==> src/rtl/seq_det_pkg.sv <==
// Shared types and helpers for the seq_det_ctrl serial pattern detector.
package seq_det_pkg;

    typedef enum logic [1:0] {
        IDLE  = 2'd0,
        RUN   = 2'd1,
        SHIFT = 2'd2
    } state_t;

    localparam logic [3:0] DEF_PATTERN = 4'b1011;

    function automatic int unsigned clamp_len(input int unsigned len, input int unsigned max);
        if (len == 0)
            return 1;
        else if (len > max)
            return max;
        return len;
    endfunction

endpackage

==> src/rtl/seq_det_core.sv <==
// Detection datapath: history shift register, saturating bits_seen, masked compare.
// match_hit is the same-cycle compare result; match_pulse is its registered strobe.
module seq_det_core
    import seq_det_pkg::*;
#(
    parameter int unsigned PAT_W_MAX = 8,
    parameter int unsigned LEN_W     = 4
) (
    input  logic                 clk,
    input  logic                 reset,
    input  logic                 clear,
    input  logic                 bit_valid,
    input  logic                 bit_in,
    input  logic [PAT_W_MAX-1:0] pattern,
    input  logic [LEN_W-1:0]     len,
    output logic                 match_hit,
    output logic                 match_pulse
);

    localparam logic [LEN_W-1:0] SEEN_MAX = LEN_W'(PAT_W_MAX);

    logic [PAT_W_MAX-1:0] hist_q, hist_d;
    logic [LEN_W-1:0]     seen_q, seen_d;
    logic                 match_q, match_d;
    logic [PAT_W_MAX-1:0] mask;

    always_comb begin
        mask = '0;
        for (int unsigned k = 0; k < PAT_W_MAX; k++)
            mask[k] = (k < 32'(len));
    end

    always_comb begin
        hist_d    = hist_q;
        seen_d    = seen_q;
        match_hit = 1'b0;
        if (clear) begin
            hist_d = '0;
            seen_d = '0;
        end else if (bit_valid) begin
            hist_d = (hist_q << 1) | PAT_W_MAX'(bit_in);
            if (seen_q != SEEN_MAX)
                seen_d = seen_q + 1'b1;
            // Compare against the history including the bit arriving this cycle.
            match_hit = (seen_d >= len) && (((hist_d ^ pattern) & mask) == '0);
        end
        match_d = match_hit;
    end

    always_ff @(posedge clk or negedge reset) begin
        if (!reset) begin
            hist_q  <= '0;
            seen_q  <= '0;
            match_q <= 1'b0;
        end else begin
            hist_q  <= hist_d;
            seen_q  <= seen_d;
            match_q <= match_d;
        end
    end

    assign match_pulse = match_q;

endmodule

==> src/rtl/seq_det_ctrl.sv <==
// Run-time controller: word handshake, MSB-first serializer, match counter and sticky irq.
// Optional last_pos output and bit index counter enabled by SEQ_DET_CTRL_POS_EN.
module seq_det_ctrl
    import seq_det_pkg::*;
#(
    parameter int unsigned WORD_W    = 8,
    parameter int unsigned PAT_W_MAX = 8,
    parameter int unsigned CNT_W     = 16
) (
    input  logic                 clk,
    input  logic                 reset,
    input  logic [PAT_W_MAX-1:0] cfg_pattern,
    input  logic [3:0]           cfg_len,
    input  logic [CNT_W-1:0]     cfg_thresh,
    input  logic                 start,
    input  logic                 stop,
    input  logic                 in_valid,
    input  logic [WORD_W-1:0]    in_data,
    output logic                 in_ready,
    output logic                 busy,
    output logic                 match_pulse,
    output logic [CNT_W-1:0]     match_cnt,
    output logic                 irq,
    input  logic                 irq_clr
`ifdef SEQ_DET_CTRL_POS_EN
    ,
    output logic [CNT_W-1:0]     last_pos
`endif
);

    localparam int unsigned LEN_W = $clog2(PAT_W_MAX + 1);
    localparam int unsigned BC_W  = $clog2(WORD_W + 1);
    localparam logic [BC_W-1:0] BC_LAST = BC_W'(WORD_W - 1);

    state_t               state_q, state_d;
    logic                 in_ready_q, in_ready_d;
    logic                 busy_q, busy_d;
    logic                 stop_pend_q, stop_pend_d;
    logic [WORD_W-1:0]    shreg_q, shreg_d;
    logic [BC_W-1:0]      bit_cnt_q, bit_cnt_d;
    logic [PAT_W_MAX-1:0] pat_q, pat_d;
    logic [LEN_W-1:0]     len_q, len_d;
    logic [CNT_W-1:0]     thresh_q, thresh_d;
    logic [CNT_W-1:0]     cnt_q, cnt_d;
    logic                 irq_q, irq_d;
`ifdef SEQ_DET_CTRL_POS_EN
    logic [CNT_W-1:0]     gidx_q, gidx_d;
    logic [CNT_W-1:0]     last_pos_q, last_pos_d;
`endif

    logic core_clear;
    logic bit_valid;
    logic match_hit;
    logic stop_now;
    logic accept;

    assign bit_valid = (state_q == SHIFT);
    assign stop_now  = stop_pend_q | stop;
    assign accept    = (state_q == RUN) && in_valid && in_ready_q;

    always_comb begin
        state_d     = state_q;
        stop_pend_d = stop_pend_q;
        shreg_d     = shreg_q;
        bit_cnt_d   = bit_cnt_q;
        pat_d       = pat_q;
        len_d       = len_q;
        thresh_d    = thresh_q;
        cnt_d       = cnt_q;
        irq_d       = irq_q & ~irq_clr;
        core_clear  = 1'b0;
`ifdef SEQ_DET_CTRL_POS_EN
        gidx_d      = gidx_q;
        last_pos_d  = last_pos_q;
`endif

        case (state_q)
            IDLE: begin
                stop_pend_d = 1'b0;
                if (start) begin
                    state_d    = RUN;
                    pat_d      = cfg_pattern;
                    len_d      = LEN_W'(clamp_len(32'(cfg_len), PAT_W_MAX));
                    thresh_d   = cfg_thresh;
                    cnt_d      = '0;
                    core_clear = 1'b1;
`ifdef SEQ_DET_CTRL_POS_EN
                    gidx_d     = '0;
                    last_pos_d = '0;
`endif
                end
            end
            RUN: begin
                stop_pend_d = stop_now;
                // A completed handshake is honoured; a pending stop then waits for that word.
                if (accept) begin
                    state_d   = SHIFT;
                    shreg_d   = in_data;
                    bit_cnt_d = '0;
                end else if (stop_now) begin
                    state_d     = IDLE;
                    stop_pend_d = 1'b0;
                end
            end
            SHIFT: begin
                stop_pend_d = stop_now;
                shreg_d     = shreg_q << 1;
                bit_cnt_d   = bit_cnt_q + 1'b1;
                if (bit_cnt_q == BC_LAST) begin
                    bit_cnt_d = '0;
                    if (stop_now) begin
                        state_d     = IDLE;
                        stop_pend_d = 1'b0;
                    end else begin
                        state_d = RUN;
                    end
                end
            end
            default: state_d = IDLE;
        endcase

        if (match_hit && cnt_q != '1) begin
            cnt_d = cnt_q + 1'b1;
            if (thresh_q != '0 && cnt_d == thresh_q)
                irq_d = 1'b1;
        end

`ifdef SEQ_DET_CTRL_POS_EN
        if (bit_valid) begin
            if (match_hit)
                last_pos_d = gidx_q;
            if (gidx_q != '1)
                gidx_d = gidx_q + 1'b1;
        end
`endif

        in_ready_d = (state_d == RUN);
        busy_d     = (state_d != IDLE);
    end

    always_ff @(posedge clk or negedge reset) begin
        if (!reset) begin
            state_q     <= IDLE;
            in_ready_q  <= 1'b0;
            busy_q      <= 1'b0;
            stop_pend_q <= 1'b0;
            shreg_q     <= '0;
            bit_cnt_q   <= '0;
            pat_q       <= '0;
            len_q       <= '0;
            thresh_q    <= '0;
            cnt_q       <= '0;
            irq_q       <= 1'b0;
`ifdef SEQ_DET_CTRL_POS_EN
            gidx_q      <= '0;
            last_pos_q  <= '0;
`endif
        end else begin
            state_q     <= state_d;
            in_ready_q  <= in_ready_d;
            busy_q      <= busy_d;
            stop_pend_q <= stop_pend_d;
            shreg_q     <= shreg_d;
            bit_cnt_q   <= bit_cnt_d;
            pat_q       <= pat_d;
            len_q       <= len_d;
            thresh_q    <= thresh_d;
            cnt_q       <= cnt_d;
            irq_q       <= irq_d;
`ifdef SEQ_DET_CTRL_POS_EN
            gidx_q      <= gidx_d;
            last_pos_q  <= last_pos_d;
`endif
        end
    end

    seq_det_core #(
        .PAT_W_MAX (PAT_W_MAX),
        .LEN_W     (LEN_W)
    ) u_core (
        .clk         (clk),
        .reset       (reset),
        .clear       (core_clear),
        .bit_valid   (bit_valid),
        .bit_in      (shreg_q[WORD_W-1]),
        .pattern     (pat_q),
        .len         (len_q),
        .match_hit   (match_hit),
        .match_pulse (match_pulse)
    );

    assign in_ready  = in_ready_q;
    assign busy      = busy_q;
    assign match_cnt = cnt_q;
    assign irq       = irq_q;
`ifdef SEQ_DET_CTRL_POS_EN
    assign last_pos  = last_pos_q;
`endif

endmodule
==> config.mk <==
export PLATFORM = sky130hd
export DESIGN_NAME = seq_det_ctrl
export DESIGN_NICKNAME = d
export VERILOG_FILES = /design/src/rtl/seq_det_pkg.sv /design/src/rtl/seq_det_core.sv /design/src/rtl/seq_det_ctrl.sv
export SDC_FILE = /design/constraint.sdc
export NUM_CORES = 1
export LEC_CHECK = 0
export BUFFER_PORTS_ARGS = -buffer_cell sky130_fd_sc_hd__buf_2
export CAP_MARGIN = 5
export CORE_ASPECT_RATIO = 1.2
export CORE_MARGIN = 4
export CORE_UTILIZATION = 57
export DETAILED_ROUTE_END_ITERATION = 10
export GPL_ROUTABILITY_DRIVEN = 0
export GPL_TIMING_DRIVEN = 1
export PLACE_DENSITY = 0.8
export SETUP_SLACK_MARGIN = 0.02
export SLEW_MARGIN = 0
export SYNTH_ARGS = -nofsm -noshare
export SYNTH_HDL_FRONTEND = slang
export SYNTH_SLANG_ARGS = --single-unit
==> constraint.sdc <==
create_clock -name clk -period 3.5 [get_ports clk]
set_input_delay 0.35 -clock clk [delete_from_list [all_inputs] [get_ports clk]]
set_output_delay 0.35 -clock clk [all_outputs]
set_load 0.005 [all_outputs]
-- Word-level counts from Yosys, hierarchy flattened
Index checks and enable logic that the tools add are counted.
- flip-flop bits (word level): 74
- bits of input ports: 42
- output and inout bits: 20
- logic and storage cells: 96
- add/subtract/negate cells: 3
- magnitude comparators: 10
- equal/unequal tests: 8
- multiplexer cells: 37
- bitwise operators: 6
- reduce and logical (&&, ||, !) cells: 18
- operators by type and width (kind ; number):
    2-to-1 mux 16 bit ; 3
    2-to-1 mux 4 bit ; 10
    adder 16 x 1 -> 16 bit, second input constant ; 1
    == test 16 bit ; 1
    < comparator 3 x 4 -> 1 bit, first input constant ; 4
    != test 16 bit, second input constant ; 1
    case mux 8 bit (2 select lines) ; 1
    nonzero test 16 bit ; 1
    2-to-1 mux 7 bit ; 2
    2-to-1 mux 1 bit ; 13
    nonzero test 2 bit ; 5
    adder 4 x 1 -> 4 bit, second input constant ; 2
    AND 8 bit ; 1
    zero test 8 bit ; 1
    < comparator 1 x 4 -> 1 bit, first input constant ; 2
    < comparator 2 x 4 -> 1 bit, first input constant ; 2
    2-to-1 mux 2 bit ; 4
    2-to-1 mux 8 bit ; 1
    OR 8 x 1 -> 8 bit ; 1
    case mux 4 bit (2 select lines) ; 1
    bitwise XOR 8 bit ; 1
    case mux 2 bit (3 select lines) ; 1
    AND reduction 2 bit ; 3
    logical AND 1 bit ; 5
    other kinds (14) ; 15

-- Longest topological paths before layout
- word-level depth: 11
- gate-level depth with buffers: 14
- mapped depth without buffers: 12

-- Hierarchy
A second synthesis with hierarchy kept.
- cell total of the unflattened synthesis: 401
- area total of the unflattened synthesis: 4086.4 sq um
- by module, submodules not included (module ; times used ; cells each ; area an instance (sq um) ; sequential area each (sq um)):
    seq_det_ctrl ; 1 ; 318 ; 3291.9 ; 1551.5
    seq_det_core ; 1 ; 83 ; 794.5 ; 300.3

-- Worst setup path after synthesis
OpenSTA, ideal clock, no wires.
- kind: register -> register
- start: reg u_core.seen_q[0]
- end: reg cnt_q[9], in the netlist match_cnt[9]
- library setup time: 79 ps
- arrival time: 2634 ps
- data required time: 3421 ps
- setup slack: 787 ps
- stages on the path, launching flop included: 14
- buffers on the path: 1
- clock period less this slack: 2713 ps
- cells stage by stage: dfrtp_1 inv_1 ha_1 nand2_1 nand2_1 mux2i_1 ha_1 o21a_1 o211ai_1 or4b_4 nor3_4 buf_6 mux2_1 mux2i_1
- longest elaborated chain between the ends: 11
- elaborated cells on any way between the ends: 14
- those cells by class: 1 x add/sub; 1 x order compare; 1 x eq/ne; 6 x mux; 5 x reduce/logical
- RTL lines (item ; line ; RTL):
    from (decl) ; seq_det_core.sv:23 ; logic [LEN_W-1:0] seen_q, seen_d;
    from (signal assigned) ; seq_det_core.sv:57 ; seen_q <= seen_d;
    adder 4 x 1 -> 4 bit or != test 4 bit (tied branches) ; seq_det_core.sv:43, seq_det_core.sv:42 ;
    2-to-1 mux 4 bit * ; seq_det_core.sv:42 ; if (seen_q != SEEN_MAX)
    2-to-1 mux 4 bit * ; seq_det_core.sv:40 ; end else if (bit_valid) begin
    2-to-1 mux 4 bit * ; seq_det_core.sv:37 ; if (clear) begin
    >= comparator 4 bit * ; seq_det_core.sv:45 ; match_hit = (seen_d >= len) && (((hist_d ^ pattern) & mask) == '0);
    logical AND 1 bit * ; seq_det_core.sv:45 ;
    2-to-1 mux 1 bit * ; seq_det_core.sv:40 ;
    2-to-1 mux 1 bit * ; seq_det_core.sv:37 ;
    logical AND 1 bit * ; seq_det_ctrl.sv:122 ; if (match_hit && cnt_q != '1) begin
    nonzero test 2 bit (no source line) ; n/a ;
    AND reduction 2 bit (no source line) ; n/a ;
    to (signal assigned) ; seq_det_ctrl.sv:168 ; cnt_q <= cnt_d;
    to (decl) ; seq_det_ctrl.sv:44 ; logic [CNT_W-1:0] cnt_q, cnt_d;
Every way passes the cells marked *; elsewhere a longest branch is shown, timed or not. The select of a mux whose other input is x is not followed.
A chain may end at the register's enable or synchronous reset.

-- Worst setup path in the final report
- start: reg u_core.seen_q[0]
- end: reg cnt_q[0], in the netlist match_cnt[0]
Same word-level chain as after synthesis.

==> impl_metrics.env <==
export IMPL_outcome="finished, final reports clean"
export IMPL_worst_slack_ns=0.341
export IMPL_syn_avg_cell_area_um2=9.02
export IMPL_ys_seq_area_frac=0.449
export IMPL_initial_core_util=0.594
export IMPL_required_ns=3.79
export IMPL_ios=62
export IMPL_min_period_ns=3.16
export IMPL_clock_skew_ns=0.00973
export IMPL_h_tree_depth=3
export IMPL_wirelength_um=9270
export IMPL_dieArea_mm2=0.00866
export IMPL_cts_tree="built"
export IMPL_synth_largest_area_cell="dfrtp_1"
export IMPL_hpwl_um=6740
export IMPL_postCtsSetupBuffers=0
export IMPL_fin_crit_sh=0.903
export IMPL_clkLatencyLatePin_ns=0.35
export IMPL_critPathLaunchType="register"
export IMPL_synth_main_ff_cell="dfrtp_1"
export IMPL_fin_tns_setup_ns=0
export IMPL_fmax_mhz=317
export IMPL_layout_nets=567
export IMPL_grt_use_total=0.227
export IMPL_drv_cap=0
export IMPL_cp_max_fo=8
export IMPL_cts_resized=0
export IMPL_pwr_share_clk=0.202
export IMPL_critPathKind="register to register"
export IMPL_vias_per_cell=5.70
export IMPL_grt_pass1_wl_um=15600
export IMPL_rsz0062_at_grt="no"
export IMPL_drtIter0Drc=171
export IMPL_wl_per_cell_um=15.3
export IMPL_syn_nets=511
export IMPL_clock_root_buffer="clkbuf_8"
export IMPL_slew_violations=0
export IMPL_yosys_cell_count_top_type="nand2_1"
export IMPL_synth_cell_types=51
export IMPL_ys_warn_count=0
export IMPL_netSwitchingFraction=0.383
export IMPL_clk_pin_slew_ns=0.08
export IMPL_antenna_found_initial=0
export IMPL_p_int_w=0.00191
export IMPL_synth_edf_count=0
export IMPL_switchingPower_w=0.00118
export IMPL_combPwrFrac=0.363
export IMPL_cts_made_buffers=9
export IMPL_dr_pass1_iters=5
export IMPL_syn_area_mm2=0.00412
export IMPL_synth_common_cells="103 x nand2_1, 74 x dfrtp_1, 33 x nor2_1, 29 x o21ai_0, 21 x mux2i_1"
export IMPL_grt_overflow_total=0
export IMPL_stdcell_area_mm2=0.00467
export IMPL_postLayoutCoreUtil=0.673
export IMPL_vias=3448
export IMPL_worst_endpoint_arrival_ns=3.45
export IMPL_fp_row_count=33
export IMPL_slew_headroom=0.493
export IMPL_grt_pass1_vias=3460
export IMPL_leakage_nw=2.31
export IMPL_p_seq_frac=0.435
export IMPL_netlist_instances=457
export IMPL_power_density_mw_per_mm2=662
export IMPL_fin_hold_ws_ns=0.0636
export IMPL_drive_gt1_frac=0.174
export IMPL_die_width_um=85.6
export IMPL_ir_worst_vdd_mv=0.362
export IMPL_cts_buffer_depth=2
export IMPL_hp_class="input port to asynchronous set/reset pin"
export IMPL_hold_viol=0
export IMPL_syn_to_final_growth_pct=13.2
export IMPL_preCtsSetupSlack_ns=0.375
export IMPL_ys_ff_latch=74
export IMPL_max_slew_worst_pin_slew_ns=0.761
export IMPL_io_buffer_count=61
export IMPL_drc=0
export IMPL_synth_area_leaders="dfrtp_1 45%, nand2_1 9.4%, mux2i_1 5.1%, xnor2_1 3.8%, xor2_1 3.8%"
export IMPL_cts_sinks=74
export IMPL_hold_buffers=0
export IMPL_die_y_um=101
export IMPL_synth_top_area_frac=0.449
export IMPL_grt_max_degree=44
export IMPL_end_kind="register"
export IMPL_diodes=0
export IMPL_postRouteAntennaNets=0
export IMPL_core_area_mm2=0.00694
export IMPL_finalSetupViolCount=0
export IMPL_synthArstFlopShare=1.00
export IMPL_placed_area_mm2=0.00448
worst max-delay path: stages (launching register included):
cell and delay, ns:
dfrtp_1 0.41, inv_1 0.14, ha_1 0.17, nand2_1 0.08, nor2_1 0.14, xnor2_1 0.15
ha_1 0.25, nand2b_1 0.13, a2111oi_0 0.49, or4b_4 0.24, nor3_4 0.04, nor2_1 0.58
mux2_2 0.28
registers in the layout (all words and copies together), names as in the netlist:
register / count
u_core.seen_q: 4
irq: 1
pat_q: 8
stop_pend_q: 1
bit_cnt_q: 4
thresh_q: 16
in_ready: 1
u_core.hist_q: 7
shreg_q: 8
busy: 1
state_q: 2
match_cnt: 16
u_core.match_pulse: 1
len_q: 4
worst paths after layout:
path | cells past startpoint | endpoint | slack, ns | from
max reg2reg | 12 | match_cnt[0] | 0.34 | u_core.seen_q[0]
min | 1 | match_cnt[13] | 0.06 | reset
max | 12 | match_cnt[0] | 0.34 | u_core.seen_q[0]
max in group asynchronous | 2 | state_q[0] | 2.61 | reset
min in group clk | 3 | thresh_q[1] | 0.18 | cfg_thresh[1]
min reg2reg | 1 | bit_cnt_q[3] | 0.49 | bit_cnt_q[3]
cells in the final DEF, fill, tap and decap left out, drive strengths merged, types with 2 or more instances in the layout:
master	n
and3	6
ha	12
xnor2	18
o22ai	2
nor3b	2
buf	68
o21ai	29
o21a	2
a2111oi	2
nor2	33
a221o	6
a21o	3
and2	3
a31oi	2
nor2b	2
a21oi	11
o31ai	3
nand2b	3
mux2i	21
nand2	103
nand4	9
nand3	10
inv	15
nor3	9
or2	3
dfrtp	74
a222oi	2
mux2	3
nor4	5
xor2	18
clkinv	2
clkbuf	14
or3	3
a32o	2
nand3b	5
metrics by stage:
stage          instances  power (W)
2_1_floorplan        457    0.00217
3_3_place_gp         589    0.00242
3_5_place_dp         589    0.00249
4_1_cts              605    0.00311
5_1_grt              605    0.00332
6_report             605    0.00309
routing by layer:
layer  vias up  GRT usage  wire length, um
met5         -          0                0
met4         0      0.114              247
met3        20     0.0350              445
met2       107      0.408             4830
met1      1636      0.263             3740
li1       1685          -                -
power by group through the flow:
| stage | sequential (W) | clock, W | combinational [W] |
|---|---|---|---|
| 2_1_floorplan | 0.00130 | 0 | 0.000869 |
| 3_3_place_gp | 0.00134 | 0 | 0.00108 |
| 3_5_place_dp | 0.00136 | 0 | 0.00113 |
| 4_1_cts | 0.00134 | 0.000636 | 0.00113 |
| 5_1_grt | 0.00138 | 0.000670 | 0.00127 |
| 6_report | 0.00134 | 0.000625 | 0.00112 |
layout make-up:
type / instances / area, um^2
Fill cell: 583 / 2270
Sequential cell: 74 / 1850
Inverter: 15 / 56.3
Timing Repair Buffer: 68 / 358
Tap cell: 87 / 109
Multi-Input combinational cell: 345 / 2110
Clock inverter: 2 / 10.0
Clock buffer: 14 / 173
cell families after synthesis:
kind of cell / after synthesis / share of synthesized area
AO/OA/AOI/OAI: 72 / 0.114
XOR/XNOR: 36 / 0.0765
multiplexers: 24 / 0.0592
buffers and inverters: 38 / 0.0392
AND/OR/NAND/NOR: 201 / 0.226
adder cells (fa/ha/maj): 12 / 0.0364
flip-flops: 74 / 0.449
(Power assumes the default switching activity.)
